==> config.mk <==
export PLATFORM = sky130hd
export DESIGN_NAME = days
export DESIGN_NICKNAME = d
export VERILOG_FILES = /design/src/rtl/days.sv
export SDC_FILE = /design/constraint.sdc
export NUM_CORES = 1
export LEC_CHECK = 0
export CAP_MARGIN = 20
export CORE_MARGIN = 3
export CORE_UTILIZATION = 45
export DETAILED_ROUTE_END_ITERATION = 12
export HOLD_SLACK_MARGIN = 0.03
export PLACE_DENSITY = 0.89
export SETUP_SLACK_MARGIN = 0.1
export SYNTH_ARGS = -nofsm -noshare
export SYNTH_HDL_FRONTEND = slang
export SYNTH_SLANG_ARGS = --single-unit
==> constraint.sdc <==
create_clock -name clk -period 4.7 [get_ports clk]
set_input_delay 0.94 -clock clk [delete_from_list [all_inputs] [get_ports clk]]
set_output_delay 0.94 -clock clk [all_outputs]
set_load 0.01 [all_outputs]
==> src/rtl/days.sv <==
// rtl/days.sv - day-of-month counter feeding the month counter
//
// Purpose: holds the current day of month (1..days-in-month). In run mode it
//          advances on the hour-rollover strobe and emits a one-cycle
//          done_day carry to the month counter. In setup mode the day field
//          is edited up/down by tick pulses without generating a carry.
//
// Ports:
//   clk          system clock, rising edge
//   rst          asynchronous active-low reset
//   display      0 = run mode, 1 = display/setup mode
//   setup_day    active-low day-field edit select (setup mode only)
//   inc_dec_day  edit direction, 1 = increment, 0 = decrement
//   tick         single-cycle edit strobe
//   done_hour    single-cycle hour 23->0 rollover strobe
//   month        current month, 1..12
//   year         current year within the century, 0..99
//   day          current day of month, 1..31
//   done_day     registered one-cycle carry into the month counter

module days #(
   parameter int YEAR_W  = 7,
   parameter int LEAP_00 = 1
) (
   input  logic              clk,
   input  logic              rst,
   input  logic              display,
   input  logic              setup_day,
   input  logic              inc_dec_day,
   input  logic              tick,
   input  logic              done_hour,
   input  logic [5:0]        month,
   input  logic [YEAR_W-1:0] year,
   output logic [5:0]        day,
   output logic              done_day
);

   logic       leap;
   logic [5:0] max_day;

   // Within a single century only the divisible-by-4 rule applies; year 00
   // is configurable because the century it stands for may or may not leap.
   assign leap = (year[1:0] == 2'b00) && ((year != '0) || (LEAP_00 != 0));

   always_comb begin
      max_day = 6'd31;
      case (month)
         6'd4, 6'd6, 6'd9, 6'd11: max_day = 6'd30;
         6'd2:                    max_day = leap ? 6'd29 : 6'd28;
         default:                 max_day = 6'd31;
      endcase
   end

   always_ff @(posedge clk or negedge rst) begin
      if (!rst) begin
         day      <= 6'd1;
         done_day <= 1'b0;
      end else begin
         done_day <= 1'b0;
         if (day == 6'd0) begin
            day <= 6'd1;
         end else if (day > max_day) begin
            // Month or year was edited under us; pull back into range
            // without counting it as a rollover.
            day <= max_day;
         end else if (!display) begin
            if (done_hour) begin
               if (day == max_day) begin
                  day      <= 6'd1;
                  done_day <= 1'b1;
               end else begin
                  day <= day + 6'd1;
               end
            end
         end else if (!setup_day && tick) begin
            if (inc_dec_day)
               day <= (day == max_day) ? 6'd1 : day + 6'd1;
            else
               day <= (day == 6'd1) ? max_day : day - 6'd1;
         end
      end
   end

endmodule

==> summary.txt <==
Seq/Total Area, Yosys -> 23.9%
CTS Buf Count -> 3
DRC -> 0
Top cell by count, worst path -> o21a_1
hold path endpoint -> day[4]
CTS H-tree lvls -> 1
min-delay src -> day[4]
relative slew slack -> 71.5%
Detail Placement HPWL -> 1550 um
Reg2Reg Capture Point -> day[1]
clk sink count -> 7
Core Footprint -> 1420 um^2
Leak -> 0.379 nW
routability cong. -> 0.936
Port-buffer cells -> 21
GRT Residual Overflow -> 0
total power -> 0.475 mW
Worst Reg-to-Reg Cells -> 6
initial cell density of the core -> 52.2%
post-layout util -> 66.9%
ys async rst share -> 100%
status -> finished clean
CP Buf/Inv Count -> 1
proportion of layout cells with a drive suffix above 1 -> 8.70%
critical path's slowest cell -> a221o_2
die height -> 46.5 um
final hold violation count -> 0
Worst Setup Start Kind -> input port
die width -> 46.5 um
Pwr Density -> 502 nW/um^2
setup repair after global routing missed its margin -> false
fillers -> 121
fmax -> 323 MHz
CTS tree -> done
Final Routed Wirelength -> 1890 um
start point of the critical path -> year[1]
Synth area leader -> dfrtp_1
count of cell types in the netlist -> 36
Ports -> 27
Max stage delay on crit path -> 0.43 ns
CP Data Arrival Time -> 3.28 ns
post-layout min period -> 3.10 ns
via/cell ratio -> 6.29
Reg-to-Reg Start -> day[0]
Worst Hold Depth -> 2
Nets -> 141
gr usage total -> 20.3%
1st-iter DRT viols -> 34
critical path peak fanout -> 8
worst skew pair latency -> 0.25 ns
crit-path cells -> clkdlybuf4s50_1, o21a_1, o21a_1, o21ai_0, ha_1, a221o_2, and3_1, a21oi_1, o21a_1
CTS max path bufs -> 2
Area Overhead vs Synth -> 28.3%
initial antenna violation count -> 0
drt pass-1 iters -> 4
synth warn -> 0
largest net degree at the start of global routing -> 12
Final ANT Viol Nets -> 0
Cells after Synth -> 95
first-pass GRT wire length -> 3110 um
Avg WL per Cell -> 14.5 um
crit end category -> flip-flop
required time worst endpoint -> 4.88 ns
fin crit share -> 66.0%
Clock transition at path regs -> 0.05 ns
skew final -> 0.00567 ns
CP Class -> in -> reg
worst min path class -> reg -> reg
final-report setup violation count -> 0
main flop type after synthesis -> dfrtp_1
Final TNS setup -> 0 ns
Syn Area/Cell -> 7.77 um^2
Syn Nets -> 120
DP Area -> 921 um^2
cts hold-fix bufs -> 0
number of setup buffers added after CTS -> 0
Synth area leaders -> dfrtp_1 20%, ha_1 8.5%, nand2_1 5.6%
# Max-Cap Violations -> 0
r2r setup slk -> 2.54 ns
delay-heaviest family, CP -> compound AO/OA/AOI/OAI gates
worst-case vdd ir drop -> 459 uV
Rows -> 13
cell area after layout -> 947 um^2
Post-synth EDFFs -> 0
Slew Limit Fails -> 0
vias -> 818
cell area after synthesis -> 738 um^2
Worst-Margin Slew -> 0.425 ns
Setup WS pre-CTS -> 1.32 ns
diode count -> 0
final worst setup slack -> 1.60 ns
full die area -> 2160 um^2
clock tree root driver cell -> clkbuf_4
vias in the first global route -> 760
area share of the largest cell type after synthesis -> 20.3%
post-synthesis sequential element count -> 7
CTS resizes -> 0
[layer usage]
| layer | wire length [um] | share of wire (%) | global-route usage (%) |
|---|---|---|---|
| met1 | 725 | 38 | 23.1 |
| met2 | 1000 | 53 | 35.7 |
| met3 | 147 | 7.8 | 4.69 |
| met4 | 12 | 0.64 | 8.52 |
| met5 | 0 | 0 | 0 |
[kinds of logic (layout without fill, tap and decap cells)]
kind of cell,count (synthesis),count (layout),synth area share (%)
simple gates,42,42,29.7
compound gates,28,28,26.8
buf+inv,12,32,9.83
flops,7,7,23.9
fa+ha+maj,5,5,8.47
mux,1,1,1.36
[worst max-delay path by stage]
stage	end	slack, ns	cells past startpoint
6_report	day[1]	1.60	9
2_1_floorplan	day[3]	1.94	9
3_5_place_dp	day[1]	1.32	9
3_3_place_gp	day[4]	1.37	8
4_1_cts	day[1]	1.58	9
5_1_grt	day[4]	1.42	8
[layout by cell type (no fill, tap or decap), types with 2 or more instances in the layout]
cell	Yosys	final
ha_1	5	5
inv_1	6	6
nor2_1	6	6
o21ai_1	2	2
nor3_1	7	7
a21oi_1	6	6
clkbuf_4	0	3
and3_1	3	3
o21a_1	4	4
dfrtp_1	6	6
clkdlybuf4s50_1	0	21
nand3_1	4	4
nand2_1	11	11
nor4_1	2	2
a31oi_1	2	2
o21ai_0	6	6
nand2b_1	3	3
[area by class of cell]
cell class | count | area (um^2) | share of cell area [%]
Tap cell | 15 | 18.8 | 1.98
Inverter | 7 | 26.3 | 2.77
Clock buffer | 4 | 26.3 | 2.77
Timing Repair Buffer | 21 | 210 | 22.2
Multi-Input combinational cell | 76 | 489 | 51.7
Sequential cell | 7 | 176 | 18.6
[Yosys cell counts, drive strengths merged, types with 2 or more instances]
cell type / n
nand2: 11
o21ai: 8
inv: 7
nor3: 7
a21oi: 6
dfrtp: 6
nor2: 6
ha: 5
nand3: 5
o21a: 4
and3: 3
buf: 3
nand2b: 3
a311oi: 2
a31oi: 2
clkbuf: 2
nor4: 2
[worst reg2reg max path: cells and delay by family, from the launching register on]
kind,cells,cell delay [ns]
and+or+nand+nor,1,0.28
buffers and inverters,1,0.09
AOI/OAI and AO/OA,3,0.78
adders and majority gates,1,0.31
DFF,1,0.64
[metrics by stage]
step	cells	hold slack, ns
2_1_floorplan	95	0.594
3_3_place_gp	126	0.600
3_5_place_dp	126	0.618
4_1_cts	130	0.620
5_1_grt	130	0.663
6_report	130	0.622
[where the power goes]
group	switching (mW)	leakage, nW	internal, mW
sequential	0.0598	0.0856	0.0864
clock	0.0221	0.0150	0.0324
combinational	0.138	0.279	0.136
[state kept, by name, indices dropped and copies added (netlist names)]
name	flops
day	6
done_day	1
(Power assumes the default switching activity.)
